==> src/rtl/kbd_pkg.sv <==
// Shared constants and types for the memory-mapped PS/2 keyboard peripheral.
package kbd_pkg;

   localparam logic [3:0] KBD_REGION  = 4'h3;

   localparam logic [1:0] REG_DATA    = 2'd0;
   localparam logic [1:0] REG_STATUS  = 2'd1;
   localparam logic [1:0] REG_CONTROL = 2'd2;

   localparam int ST_NOT_EMPTY  = 0;
   localparam int ST_OVERFLOW   = 1;
   localparam int ST_PARITY_ERR = 2;
   localparam int ST_FRAME_ERR  = 3;
   localparam int ST_COUNT_LSB  = 8;

   localparam int CTL_FLUSH     = 0;
   localparam int CTL_CLR_OVF   = 1;
   localparam int CTL_CLR_PAR   = 2;
   localparam int CTL_CLR_FRAME = 3;

   typedef enum logic [1:0] {
      RX_IDLE   = 2'd0,
      RX_DATA   = 2'd1,
      RX_PARITY = 2'd2,
      RX_STOP   = 2'd3
   } rx_state_t;

endpackage

==> src/rtl/ps2_rx.sv <==
// PS/2 frame receiver: synchronizers, falling-edge strobe, frame FSM and idle timeout.
// Optional macro KEYBOARD_PARITY_CHECK_EN discards bad-parity frames and pulses parity_err.
//
// state     | meaning
// RX_IDLE   | waiting for a start bit (data low on strobe)
// RX_DATA   | shifting in 8 data bits, LSB first
// RX_PARITY | capturing the parity bit
// RX_STOP   | checking stop bit and parity, then emitting or discarding the byte
module ps2_rx
   import kbd_pkg::*;
#(
   parameter int TIMEOUT_CYCLES = 50000
) (
   input  logic       clk,
   input  logic       rst_n,
   input  logic       ps2_clk,
   input  logic       ps2_data,
   output logic       byte_valid,
   output logic [7:0] rx_byte,
   output logic       parity_err,
   output logic       frame_err
);

   localparam int TW = $clog2(TIMEOUT_CYCLES + 1);

   logic [1:0]  clk_sync, data_sync;
   logic        clk_prev, strobe, bit_q;
   rx_state_t   state, state_n;
   logic [7:0]  shift, shift_n;
   logic [2:0]  cnt, cnt_n;
   logic        par, par_n, par_ok;
   logic [TW-1:0] tmr, tmr_n;
   logic        valid_n, perr_n, ferr_n, timeout;

`ifdef KEYBOARD_PARITY_CHECK_EN
   assign par_ok = ^{shift, par};
`else
   // parity bit is still captured so the frame timing is unchanged
   logic unused_par;
   assign par_ok     = 1'b1;
   assign unused_par = par;
`endif

   // strobe is registered, so a byte reaches the FIFO 3 cycles after the synchronized edge
   always_ff @(posedge clk or negedge rst_n) begin
      if (!rst_n) begin
         clk_sync  <= 2'b11;
         data_sync <= 2'b11;
         clk_prev  <= 1'b1;
         strobe    <= 1'b0;
         bit_q     <= 1'b1;
      end else begin
         clk_sync  <= {clk_sync[0], ps2_clk};
         data_sync <= {data_sync[0], ps2_data};
         clk_prev  <= clk_sync[1];
         strobe    <= clk_prev & ~clk_sync[1];
         bit_q     <= data_sync[1];
      end
   end

   always_ff @(posedge clk or negedge rst_n) begin
      if (!rst_n) begin
         state      <= RX_IDLE;
         shift      <= '0;
         cnt        <= '0;
         par        <= 1'b0;
         tmr        <= '0;
         byte_valid <= 1'b0;
         parity_err <= 1'b0;
         frame_err  <= 1'b0;
      end else begin
         state      <= state_n;
         shift      <= shift_n;
         cnt        <= cnt_n;
         par        <= par_n;
         tmr        <= tmr_n;
         byte_valid <= valid_n;
         parity_err <= perr_n;
         frame_err  <= ferr_n;
      end
   end

   always_comb begin
      state_n = state;
      shift_n = shift;
      cnt_n   = cnt;
      par_n   = par;
      tmr_n   = tmr;
      valid_n = 1'b0;
      perr_n  = 1'b0;
      ferr_n  = 1'b0;
      timeout = (state != RX_IDLE) && !strobe && (tmr == '0);

      if (strobe)
         tmr_n = TW'(TIMEOUT_CYCLES - 1);
      else if (state != RX_IDLE && tmr != '0)
         tmr_n = tmr - 1'b1;

      unique case (state)
         RX_IDLE: begin
            if (strobe && !bit_q) begin
               state_n = RX_DATA;
               cnt_n   = '0;
            end
         end
         RX_DATA: begin
            if (strobe) begin
               shift_n = {bit_q, shift[7:1]};
               cnt_n   = cnt + 3'd1;
               if (cnt == 3'd7)
                  state_n = RX_PARITY;
            end
         end
         RX_PARITY: begin
            if (strobe) begin
               par_n   = bit_q;
               state_n = RX_STOP;
            end
         end
         RX_STOP: begin
            if (strobe) begin
               state_n = RX_IDLE;
               if (!bit_q)
                  ferr_n = 1'b1;
               else if (!par_ok)
                  perr_n = 1'b1;
               else
                  valid_n = 1'b1;
            end
         end
         default: state_n = RX_IDLE;
      endcase

      if (timeout)
         state_n = RX_IDLE;
   end

   assign rx_byte = shift;

endmodule

==> src/rtl/keyboard_mmio.sv <==
// Memory-mapped PS/2 keyboard: scancode FIFO, DATA/STATUS/CONTROL registers, 2-cycle read pipeline.
// Parity enforcement is controlled by KEYBOARD_PARITY_CHECK_EN inside ps2_rx.
module keyboard_mmio
   import kbd_pkg::*;
#(
   parameter int FIFO_DEPTH     = 16,
   parameter int TIMEOUT_CYCLES = 50000
) (
   input  logic        clk_cpu_in,
   input  logic        rst_n_in,
   input  logic [31:0] keyboard_addr_in,
   input  logic [31:0] keyboard_data_in,
   input  logic [3:0]  keyboard_write_enable_in,
   output logic [31:0] keyboard_data_out,
   input  logic        ps2_clk_in,
   input  logic        ps2_data_in,
   output logic        kbd_irq_out
);

   localparam int AW = $clog2(FIFO_DEPTH);
   localparam int CW = AW + 1;

   logic          rx_valid, rx_perr, rx_ferr;
   logic [7:0]    rx_byte;
   logic [7:0]    mem [FIFO_DEPTH];
   logic [AW-1:0] wr_ptr, rd_ptr;
   logic [CW-1:0] count;
   logic [31:0]   count_ext, status, rd_val, rd_q;
   logic          ovf, perr, ferr;
   logic          sel, wr, pop_req, ctl_wr, flush, full, empty, do_pop, do_push, ovf_set;
   logic [1:0]    offset;
   logic          unused_bits;

   ps2_rx #(.TIMEOUT_CYCLES(TIMEOUT_CYCLES)) u_rx (
      .clk        (clk_cpu_in),
      .rst_n      (rst_n_in),
      .ps2_clk    (ps2_clk_in),
      .ps2_data   (ps2_data_in),
      .byte_valid (rx_valid),
      .rx_byte    (rx_byte),
      .parity_err (rx_perr),
      .frame_err  (rx_ferr)
   );

   assign sel     = keyboard_addr_in[19:16] == KBD_REGION;
   assign offset  = keyboard_addr_in[3:2];
   assign wr      = sel && (keyboard_write_enable_in != 4'h0);
   assign pop_req = wr && offset == REG_DATA;
   assign ctl_wr  = wr && offset == REG_CONTROL;
   assign flush   = ctl_wr && keyboard_data_in[CTL_FLUSH];
   assign full    = count == CW'(FIFO_DEPTH);
   assign empty   = count == '0;
   assign do_pop  = pop_req && !empty;
   // a pop in the same cycle frees the slot, so a push into a full FIFO still lands
   assign do_push = rx_valid && (!full || do_pop);
   assign ovf_set = rx_valid && full && !do_pop && !flush;

   assign unused_bits = ^{keyboard_addr_in[31:20], keyboard_addr_in[15:4],
                          keyboard_addr_in[1:0], keyboard_data_in[31:4]};

   always_ff @(posedge clk_cpu_in) begin
      if (do_push && !flush)
         mem[wr_ptr] <= rx_byte;
   end

   always_ff @(posedge clk_cpu_in or negedge rst_n_in) begin
      if (!rst_n_in) begin
         wr_ptr <= '0;
         rd_ptr <= '0;
         count  <= '0;
      end else if (flush) begin
         wr_ptr <= '0;
         rd_ptr <= '0;
         count  <= '0;
      end else begin
         if (do_push) wr_ptr <= wr_ptr + 1'b1;
         if (do_pop)  rd_ptr <= rd_ptr + 1'b1;
         if (do_push && !do_pop)
            count <= count + 1'b1;
         else if (do_pop && !do_push)
            count <= count - 1'b1;
      end
   end

   always_ff @(posedge clk_cpu_in or negedge rst_n_in) begin
      if (!rst_n_in) begin
         ovf  <= 1'b0;
         perr <= 1'b0;
         ferr <= 1'b0;
      end else begin
         ovf  <= ovf_set | (ovf  & ~(ctl_wr & keyboard_data_in[CTL_CLR_OVF]));
         perr <= rx_perr | (perr & ~(ctl_wr & keyboard_data_in[CTL_CLR_PAR]));
         ferr <= rx_ferr | (ferr & ~(ctl_wr & keyboard_data_in[CTL_CLR_FRAME]));
      end
   end

   assign count_ext = 32'(count);

   always_comb begin
      status = '0;
      status[ST_NOT_EMPTY]       = !empty;
      status[ST_OVERFLOW]        = ovf;
      status[ST_PARITY_ERR]      = perr;
      status[ST_FRAME_ERR]       = ferr;
      status[ST_COUNT_LSB +: 8]  = count_ext[7:0];

      rd_val = '0;
      if (sel) begin
         unique case (offset)
            REG_DATA:   rd_val = empty ? 32'h0 : {24'h0, mem[rd_ptr]};
            REG_STATUS: rd_val = status;
            default:    rd_val = '0;
         endcase
      end
   end

   always_ff @(posedge clk_cpu_in or negedge rst_n_in) begin
      if (!rst_n_in) begin
         rd_q              <= '0;
         keyboard_data_out <= '0;
         kbd_irq_out       <= 1'b0;
      end else begin
         rd_q              <= rd_val;
         keyboard_data_out <= rd_q;
         kbd_irq_out       <= !empty;
      end
   end

endmodule

==> config.mk <==
export PLATFORM = sky130hd
export DESIGN_NAME = keyboard_mmio
export DESIGN_NICKNAME = d
export VERILOG_FILES = /design/src/rtl/kbd_pkg.sv /design/src/rtl/ps2_rx.sv /design/src/rtl/keyboard_mmio.sv
export SDC_FILE = /design/constraint.sdc
export NUM_CORES = 1
export LEC_CHECK = 0
export ABC_AREA = 1
export CORE_MARGIN = 1.5
export CORE_UTILIZATION = 40
export CTS_CLUSTER_DIAMETER = 150
export DETAILED_ROUTE_END_ITERATION = 8
export PLACE_DENSITY_LB_ADDON = 0.12
export RECOVER_POWER = 100
export SLEW_MARGIN = 5
export SYNTH_ARGS = -nofsm -noshare
export SYNTH_HDL_FRONTEND = slang
export SYNTH_SLANG_ARGS = --single-unit
==> constraint.sdc <==
create_clock -name clk_cpu_in -period 5.2 [get_ports clk_cpu_in]
set_input_delay 1.04 -clock clk_cpu_in [delete_from_list [all_inputs] [get_ports clk_cpu_in]]
set_output_delay 1.04 -clock clk_cpu_in [all_outputs]
set_load 0.01 [all_outputs]
==> metrics <==
Top delay family on crit path simple AND/OR/NAND/NOR gates; vias in the first global route 5817; DR pass1 iterations 5; Reg-to-Reg End mem[2][3]$_DFFE_PP_; R2R cell count 8; Iteration-0 DRC Markers 433; PD cells 517.5 mW/mm2; per-cell routed wire length 16.41 um; asr flop ratio synth 38.76%; Post-synth EDFFs 128; most common cell after layout, fill and taps aside nand2_1; core area 0.02271 mm2; Final Instance Area 0.01030 mm2; hold-critical path depth 0; clock latency on the worst-skew pair 500 ps; worst r2r src count[0]$_DFFE_PN0P_; YS warnings 0; Crit Path Max Fanout 16; Arrival @ worst endpoint 3650 ps; DPL Wire Length 12.09 mm; Die X 155.3 um; crit path max-delay cell type nor2_1; Syn Std Cell Area 0.009276 mm2; Place WS 1580 ps; most frequent cells in the layout nand2_1, edfxtp_1, nor2_1, inv_1, nand3_1; Vias/cell 4.871; P_leak 0.004302 uW; clk buf depth 3; Top Ports 105; CTS hold repair buffers 0; share of cells above drive strength 1 6.083%; gp weighted congestion 0.7822; H-tree Lvls 1; total chip power 5330 uW; post-synth cell types 40; Final Non-Filler Cells 1222; FP Rows 55; most frequent CP cell nor2_1; failing checks capacitance limit, slew limit; CTS-repair resized insts 0; area of the multi-input gates 0.002693 mm2; die area 0.02411 mm2; CTS Buf Count 23; fin crit share 68.05%; placed cell area 0.009732 mm2; drt drc 0; clock sink count 209; min Tclk post-route 3538 ps; max incr delay on CP 750 ps; routed via count 5952; worst slew pin tran 2036 ps; crit-path cells dlygate4sd3_1 -> nand2_1 -> nor2_1 -> nand4_1 -> nand3_1 -> nand2_1 -> nor2_1 -> inv_4 -> nor2_1; Initial Utilization 40.85%; crit path launch keyboard_addr_in[17]; kind of critical path in2reg; Crit path required time 5320 ps; # setup viols final 0; Primary FF master, synth edfxtp_1; Buffers on Ports 31; die span in y 155.3 um; max-cap violation count 1; Peak supply drop 0.0002610 V; Post-DRT Antenna Nets 0; first-pass GRT wire length 32.47 mm; initial antenna violation count 0; worst hold path startpoint rd_q[11]$_DFF_PN0_; post-synthesis average cell area 10.36 um2; Max Fclk 0.2826 GHz; FILL cells 2139; clock skew 8.908 ps; total grt overflow 0; CTS root buf clkbuf_16; WP buf/inv 2; run status finished with violations; post-route setup TNS 0 ps; final hold viol count 0; Layout area overhead 11.03%; CTS tree yes; crit start category input pin; WHS Endpoint keyboard_data_out[11]$_DFF_PN0_; FF+latch area 0.005879 mm2; largest net degree at the start of global routing 82; Final WS setup 1662 ps; worst hold path type reg2reg; CP Capture Type flip-flop; Yosys reg bits 209; Slew headroom -35.74%; antenna cells 0; Worst R2R Setup Slack 2390 ps; clk slew on worst S/H paths 60 ps; Cells after Synth 895; postcts setup bufs 0; Total Routing Usage GR 17.50%; RSZ-0062 raised after global routing false; Seq/Total Area, Yosys 63.37%; Inst Count DP 1182; number of nets in the layout 1011; DRT Wirelength 20.06 mm; final slew viol count 82
## stage by stage
stage               hold WS [ps]  util (%)
global route               352.5     45.36
finish                     346.6     45.36
CTS                        347.2     46.07
floorplan                  331.2         -
global placement           332.1     42.85
detailed placement         334.7     42.85
## power breakdown
group | total, uW | switching (uW) | internal [uW]
registers | 2340 | 303 | 2040
logic | 1420 | 968 | 452
clock network | 1570 | 618 | 948
## Yosys cell counts, types with 2 or more instances
cell type	count	area [um2]
nand2_1	195	732.0
edfxtp_1	128	3844
nor2_1	108	405.4
dfrtp_1	75	1877
inv_1	74	277.8
nand3_1	72	360.4
o21ai_0	56	280.3
buf_4	21	157.7
ha_1	16	200.2
a21oi_1	15	75.07
buf_2	14	70.07
nor2_4	13	146.4
clkbuf_1	12	45.04
o22ai_1	12	75.07
xor2_1	11	96.34
o21ai_1	9	45.04
nand4_1	8	50.05
dfstp_2	6	157.7
inv_2	6	22.52
nor3_1	6	30.03
o211ai_1	6	45.04
or2_2	6	37.54
nor2_2	4	25.02
nand3_2	3	30.03
buf_1	2	7.510
clkinv_1	2	7.510
xnor2_1	2	17.52
## sequential cells by signal, indices dropped and copies added (netlist names), 2 cells and up
register / cells
count: 5
rd_q: 13
u_rx.cnt: 3
rd_ptr: 4
wr_ptr: 4
mem: 128
u_rx.tmr: 16
keyboard_data_out: 13
u_rx.rx_byte: 8
u_rx.data_sync: 2
u_rx.clk_sync: 2
u_rx.state: 2
## area by class of cell
type / instances / area share [%]
Clock buffer: 37 / 6.681
Inverter: 83 / 3.049
Timing Repair Buffer: 34 / 3.183
Multi-Input combinational cell: 571 / 26.14
Tap cell: 285 / 3.462
Clock inverter: 3 / 0.4009
Sequential cell: 209 / 57.08
## layer usage
metal	wire [um]	GRT usage (%)	vias to the layer above	share of wire (%)
li1	-	-	2991	-
met4	404	4.535	0	2.0
met5	0	0	-	0
met2	9207	28.12	114	46
met3	841	2.396	32	4.2
met1	9604	25.12	2815	48
## worst reg2reg max path: stages, from the launching register on
cell and delay [ps]:
dfrtp_1 440, nor2_1 80, nand3_1 170, nand4_1 200, nand3_1 150, nand2_1 150
nor2_1 320, inv_4 150, nor2_1 760
## how the worst max path moves through the flow
| stage | end | cells past startpoint | slack, ps |
|---|---|---|---|
| 3_3_place_gp | mem[2][6]$_DFFE_PP_ | 8 | 1640 |
| 3_5_place_dp | mem[2][6]$_DFFE_PP_ | 8 | 1580 |
| 5_1_grt | mem[2][3]$_DFFE_PP_ | 9 | 1410 |
| 4_1_cts | mem[2][3]$_DFFE_PP_ | 8 | 2100 |
| 6_report | mem[2][3]$_DFFE_PP_ | 9 | 1660 |
| 2_1_floorplan | count[4]$_DFFE_PN0P_ | 13 | 2580 |
## cell families after synthesis
kind of cell | Yosys count | share of synthesized area [%]
fa+ha+maj | 17 | 2.374
compound gates | 101 | 5.894
other cells | 1 | 0.04043
flops | 209 | 63.37
mux | 1 | 0.1214
xor+xnor | 13 | 1.227
buf+inv | 133 | 6.623
simple gates | 420 | 20.35
Note: power is estimated with default switching activity, not from simulation.
